### src/rtl/even_parity_pkg.sv
// Shared types and default constants for the even-parity serial receiver.
// Contents: frame state enum, data width, inter-bit timeout, error counter width.
// Imported by even_parity_serial_rx and evenpar_shift_reg.
package even_parity_pkg;

  localparam int DATA_W_DEF  = 4;
  localparam int TIMEOUT_DEF = 15;
  localparam int ERR_CNT_W   = 8;

  typedef enum logic [1:0] {
    IDLE = 2'd0,
    DATA = 2'd1,
    PAR  = 2'd2
  } state_t;

endpackage

### src/rtl/evenpar_shift_reg.sv
// Serial-in/parallel-out shift register, MSB first (left shift, new bit enters at LSB).
// Ports: clk, rst_n (sync, active-low), load_first (start a new word with bit_in),
//        shift_en (append bit_in), clr (discard), bit_in, data (word), cnt (bits held).
module evenpar_shift_reg
  import even_parity_pkg::*;
#(
  parameter int DATA_W = DATA_W_DEF,
  parameter int CNT_W  = $clog2(DATA_W + 1)
) (
  input  logic              clk,
  input  logic              rst_n,
  input  logic              load_first,
  input  logic              shift_en,
  input  logic              clr,
  input  logic              bit_in,
  output logic [DATA_W-1:0] data,
  output logic [CNT_W-1:0]  cnt
);

  always_ff @(posedge clk) begin
    if (!rst_n) begin
      data <= '0;
      cnt  <= '0;
    end else if (load_first) begin
      // A frame-start bit always restarts the word, whatever was collected.
      data <= {{(DATA_W-1){1'b0}}, bit_in};
      cnt  <= CNT_W'(1);
    end else if (clr) begin
      data <= '0;
      cnt  <= '0;
    end else if (shift_en) begin
      data <= {data[DATA_W-2:0], bit_in};
      cnt  <= cnt + CNT_W'(1);
    end
  end

endmodule

### src/rtl/even_parity_serial_rx.sv
// Serial frame receiver: DATA_W data bits (MSB first) + even-parity bit, with a
// one-entry valid/ready output buffer, resync, inter-bit timeout and overrun pulses.
// Ports: clk, rst_n, bit_in/bit_valid/frame_sync in; data_out/parity_ok/out_valid/out_ready
//        handshake; overrun and frame_abort one-cycle pulses. Macro EVEN_PARITY_ERR_CNT_EN adds err_cnt.
module even_parity_serial_rx
  import even_parity_pkg::*;
#(
  parameter int DATA_W  = DATA_W_DEF,
  parameter int TIMEOUT = TIMEOUT_DEF
) (
  input  logic              clk,
  input  logic              rst_n,
  input  logic              bit_in,
  input  logic              bit_valid,
  input  logic              frame_sync,
  output logic [DATA_W-1:0] data_out,
  output logic              parity_ok,
  output logic              out_valid,
  input  logic              out_ready,
  output logic              overrun,
`ifdef EVEN_PARITY_ERR_CNT_EN
  output logic [ERR_CNT_W-1:0] err_cnt,
`endif
  output logic              frame_abort
);

  localparam int TO_W  = $clog2(TIMEOUT + 1);
  localparam int CNT_W = $clog2(DATA_W + 1);

  state_t state, state_nxt;

  logic [TO_W-1:0]   to_cnt;
  logic [DATA_W-1:0] sr_data;
  logic [CNT_W-1:0]  sr_cnt;

  logic start;     // strobed frame-start bit, accepted in any state
  logic resync;    // frame-start bit arriving mid-frame
  logic data_bit;  // ordinary data bit while collecting
  logic complete;  // parity bit received
  logic to_hit;    // idle cycle that brings the timeout count to TIMEOUT
  logic can_load;  // buffer empty or being drained this cycle

  // ---------------- state register ----------------
  always_ff @(posedge clk) begin
    if (!rst_n) state <= IDLE;
    else        state <= state_nxt;
  end

  // ---------------- next-state logic ----------------
  always_comb begin
    state_nxt = state;
    unique case (state)
      IDLE: if (start) state_nxt = DATA;
      DATA: begin
        if (start)                                     state_nxt = DATA;
        else if (data_bit && sr_cnt == CNT_W'(DATA_W-1)) state_nxt = PAR;
        else if (to_hit)                               state_nxt = IDLE;
      end
      PAR: begin
        if (start)                 state_nxt = DATA;
        else if (complete || to_hit) state_nxt = IDLE;
      end
      default: state_nxt = IDLE;
    endcase
  end

  // ---------------- output / control decode ----------------
  always_comb begin
    start    = bit_valid && frame_sync;
    resync   = start && (state != IDLE);
    data_bit = bit_valid && !frame_sync && (state == DATA);
    complete = bit_valid && !frame_sync && (state == PAR);
    // bit_valid wins over a timeout on the same cycle, so only idle cycles can expire.
    to_hit   = (state != IDLE) && !bit_valid && (to_cnt == TO_W'(TIMEOUT-1));
    can_load = !out_valid || out_ready;
  end

  evenpar_shift_reg #(
    .DATA_W (DATA_W),
    .CNT_W  (CNT_W)
  ) u_sr (
    .clk        (clk),
    .rst_n      (rst_n),
    .load_first (start),
    .shift_en   (data_bit),
    .clr        (to_hit),
    .bit_in     (bit_in),
    .data       (sr_data),
    .cnt        (sr_cnt)
  );

  // Inter-bit idle counter; only runs while a frame is open.
  always_ff @(posedge clk) begin
    if (!rst_n)                                      to_cnt <= '0;
    else if (state == IDLE || bit_valid || to_hit)   to_cnt <= '0;
    else                                             to_cnt <= to_cnt + TO_W'(1);
  end

  // Output buffer and event pulses.
  always_ff @(posedge clk) begin
    if (!rst_n) begin
      data_out    <= '0;
      parity_ok   <= 1'b0;
      out_valid   <= 1'b0;
      overrun     <= 1'b0;
      frame_abort <= 1'b0;
    end else begin
      overrun     <= complete && !can_load;
      frame_abort <= resync || to_hit;
      if (complete && can_load) begin
        data_out  <= sr_data;
        parity_ok <= ~(^{sr_data, bit_in});
        out_valid <= 1'b1;
      end else if (out_valid && out_ready) begin
        out_valid <= 1'b0;
      end
    end
  end

`ifdef EVEN_PARITY_ERR_CNT_EN
  logic err_evt;
  assign err_evt = complete && (!can_load || (^{sr_data, bit_in}));

  always_ff @(posedge clk) begin
    if (!rst_n)                                    err_cnt <= '0;
    else if (err_evt && err_cnt != {ERR_CNT_W{1'b1}}) err_cnt <= err_cnt + ERR_CNT_W'(1);
  end
`endif

endmodule

### config.mk
export PLATFORM = sky130hd
export DESIGN_NAME = even_parity_serial_rx
export DESIGN_NICKNAME = d
export VERILOG_FILES = /design/src/rtl/even_parity_pkg.sv /design/src/rtl/evenpar_shift_reg.sv /design/src/rtl/even_parity_serial_rx.sv
export SDC_FILE = /design/constraint.sdc
export NUM_CORES = 1
export LEC_CHECK = 0
export ABC_AREA = 1
export CORE_MARGIN = 4
export CORE_UTILIZATION = 45
export CTS_BUF_LIST = sky130_fd_sc_hd__clkbuf_16
export DETAILED_ROUTE_END_ITERATION = 6
export GPL_ROUTABILITY_DRIVEN = 0
export PLACE_DENSITY_LB_ADDON = 0.05
export SYNTH_ARGS = -nofsm -noshare
export SYNTH_HDL_FRONTEND = slang
export SYNTH_SLANG_ARGS = --single-unit
### constraint.sdc
create_clock -name clk -period 1.8 [get_ports clk]
set_clock_uncertainty 0.2 [all_clocks]
set_input_delay 0.36 -clock clk [delete_from_list [all_inputs] [get_ports clk]]
set_output_delay 0.36 -clock clk [all_outputs]
set_load 0.05 [all_outputs]
==> flow_summary_export.csv <==
group,metric,value,unit
run_status,outcome,"finished clean",
clocking,holdBufCountCts,0,
route,wl_met3,87,µm
timing,rsz0062_at_grt,"false",
critical_path,worstPathArrival,1.52,ns
critical_path,path_cells,"clkdlybuf4s50_1, inv_2, nor2_4, nand2_4, clkinv_4, nor2_1, o21ai_1, nor2_1",
clocking,ctsRootBufferMaster,"clkbuf_16",
synthesis,synth.yosys.seq_area_share,39.8,%
route,viasPerCell,4.74,
clocking,clk_pin_slew,0.06,ns
power_and_ir_drop,power.leakage,0.000606,µW
final_layout,nFillCells,207,
critical_path,reg2reg_to,"state[0]",
clocking,h-tree-depth,1,
timing,period_share,87.3,%
floorplan,io_pins,14,
clocking,cts_resized,0,
critical_path,path_class,"primary input to register",
min_path,holdCritPathClass,"register to register",
synthesis,synth_area_per_cell,7.71,µm²
critical_path,cp-start-kind,"primary input",
route,wl_met2,882,µm
global_routing,grt_overflow,0,
critical_path,crit_path_start,"bit_valid",
synthesis,netlist_top_cells_area,"dfxtp_1 (40%), nand2_1 (12%), inv_1 (6.8%), ha_1 (4.7%), nand3_1 (4.3%)",
placed_design,place_area,1220,µm²
power_and_ir_drop,vdd_ir_drop_max,0.503,mV
timing,hold_viol_final,0,
synthesis,ys_types,25,
route,wire_per_inst,10.2,µm
synthesis,post-synth-top-count-cell,"nand2_1",
clocking,clockBufferDepth,2,
power_and_ir_drop,power_density,777,nW/µm²
placed_design,portBuffers,13,
floorplan,die_w,56.4,µm
global_routing,grt_pass1_vias,804,
timing,finalCriticalPeriod,1.57,ns
synthesis,synth_edf_count,0,
critical_path,worst-path-max-fanout,10,
critical_path,reg2reg_setup_slack,0.31,ns
global_routing,grt_pass1_wl,3430,µm
synthesis,netlist.area_leader.share,39.8,%
critical_path,crit_path_end_kind,"register",
global_routing,grt_max_degree,12,
timing,finalWorstSetupSlack,0.229,ns
route,drc,0,
final_layout,num_antenna_cells,0,
placed_design,dp_cells,180,
final_layout,nets,167,
power_and_ir_drop,finalPower,1010,µW
route,postRouteAntennaNets,0,
route,wl,1880,µm
timing,worst_pin_slew,0.362,ns
run,drv_cap,0,
timing,slew-limit-headroom,75.9,%
critical_path,crit_path_frequent_cell,"nor2_1",
timing,whs,0.259,ns
floorplan,rows,17,
critical_path,crit_slowest_cell,"clkdlybuf4s50_1",
clocking,cts_tree,"built",
critical_path,cp.required,1.75,ns
timing,setup_viol,0,
route,top_layer_used,"met4",
synthesis,synth_common_cells,"nand2_1 (35), dfxtp_1 (21), inv_1 (19), nand3_1 (9), nor2_1 (7)",
global_routing,antenna_found_initial,0,
synthesis,ys.flop_type,"dfxtp_1",
critical_path,worstReg2RegStart,"to_cnt[0]",
critical_path,crit_end,"u_sr.data[0]",
floorplan,start_util,47.3,%
route,drt-initial-drc-count,25,
timing,finalMaxSlewViolations,0,
floorplan,core_area,2230,µm²
global_routing,grt_util_all_layers,13.3,%
final_layout,area_growth,22.9,%
clocking,cts_buffers,3,
placed_design,place_ws,-0.0225,ns
final_layout,finalNonFillerCells,184,
synthesis,async_reset_ff_share,0,%
placed_design,dp_hpwl,1450,µm
route,drt-met1-wl,882,µm
synthesis,ys_ff_latch,21,
clocking,insertion_delay,0.25,ns
route,first_pass_iters,4,
critical_path,ff2ff_path_depth,9,
final_layout,multi_input_area,527,µm²
synthesis,ys.warnings.count,0,
clocking,cts_sinks,21,
synthesis,syn_inst,137,
final_layout,drive_above_1_share,23.7,%
timing,max_freq,0.637,GHz
synthesis,synth.largest_area_cell,"dfxtp_1",
synthesis,mappedNetlistArea,1060,µm²
route,num_vias,872,
floorplan,die-area,3190,µm²
critical_path,slowest_delay,0.49,ns
final_layout,seqCellArea,420,µm²
clocking,post_cts_buffers,0,
floorplan,die_h,56.4,µm
final_layout,fin_area,1300,µm²
synthesis,synth_nets,147,
==> where the power goes <==
group	internal, µW	switching [µW]
clock network	295	160
logic	32.2	42.6
registers	471	6.84
total	799	210
==> kinds of logic (layout without fill, tap and decap cells) <==
kind of cell | after synthesis | after routing | share of synthesized area, %
and+or+nand+nor | 66 | 66 | 32.2
buffers and inverters | 26 | 45 | 10.3
DFF | 21 | 21 | 39.8
AOI/OAI and AO/OA | 16 | 16 | 9.60
adders and majority gates | 4 | 4 | 4.74
xor gates and xnor gates | 4 | 4 | 3.32
==> metrics by stage <==
stage / util [%] / setup TNS [ns]
CTS: 58.1 / 0
global placement: 54.6 / -0.0264
finish: 58.1 / 0
global route: 58.1 / 0
detailed placement: 54.6 / -0.0352
floorplan: - / 0
==> layout by cell type (no fill, tap or decap), drive strengths merged <==
master         instances
nor3                   2
a21oi                  9
a21boi                 1
nor2                  13
nand2                 39
clkinv                 2
inv                   24
dfxtp                 21
nand3                 10
clkdlybuf4s50          5
nand4                  2
xnor2                  2
ha                     4
buf                   11
o21ai                  6
xor2                   2
clkbuf                 3
==> layout make-up <==
cell class                 instances  area share (%)
sequential                        21            32.4
multi-input combinational         90            40.6
inverter                          25            8.00
clock buffer                       3            5.79
clock inverter                     1           0.289
tap                               28            2.70
timing repair buffer              16            10.2
==> worst min-delay path by stage <==
stage	startpoint	end	depth (start not counted)
final	to_cnt[0]	to_cnt[0]	1
after floorplan	to_cnt[0]	to_cnt[0]	1
after global placement	to_cnt[0]	to_cnt[0]	1
after detailed placement	to_cnt[0]	to_cnt[0]	1
after CTS	to_cnt[0]	to_cnt[0]	1
after global routing	to_cnt[0]	to_cnt[0]	1
==> registers in the layout, summed over array words and instances (netlist names) <==
name and flops:
data_out 4, frame_abort 1, out_valid 1, overrun 1
parity_ok 1, state 2, to_cnt 4, u_sr.cnt 3
u_sr.data 4
==> critical path, delay by kind of cell <==
family	cells	cell delay, ns
buffers and inverters	3	0.64
and+or+nand+nor	4	0.39
AOI/OAI and AO/OA	1	0.12
==> metal layers <==
layer  vias up  track usage (%)
met4         0             4.07
li1        467                -
met2        14             21.5
met3         4             3.68
met1       387             17.0
met5         -                0
Power figures use the tool's default switching activity.
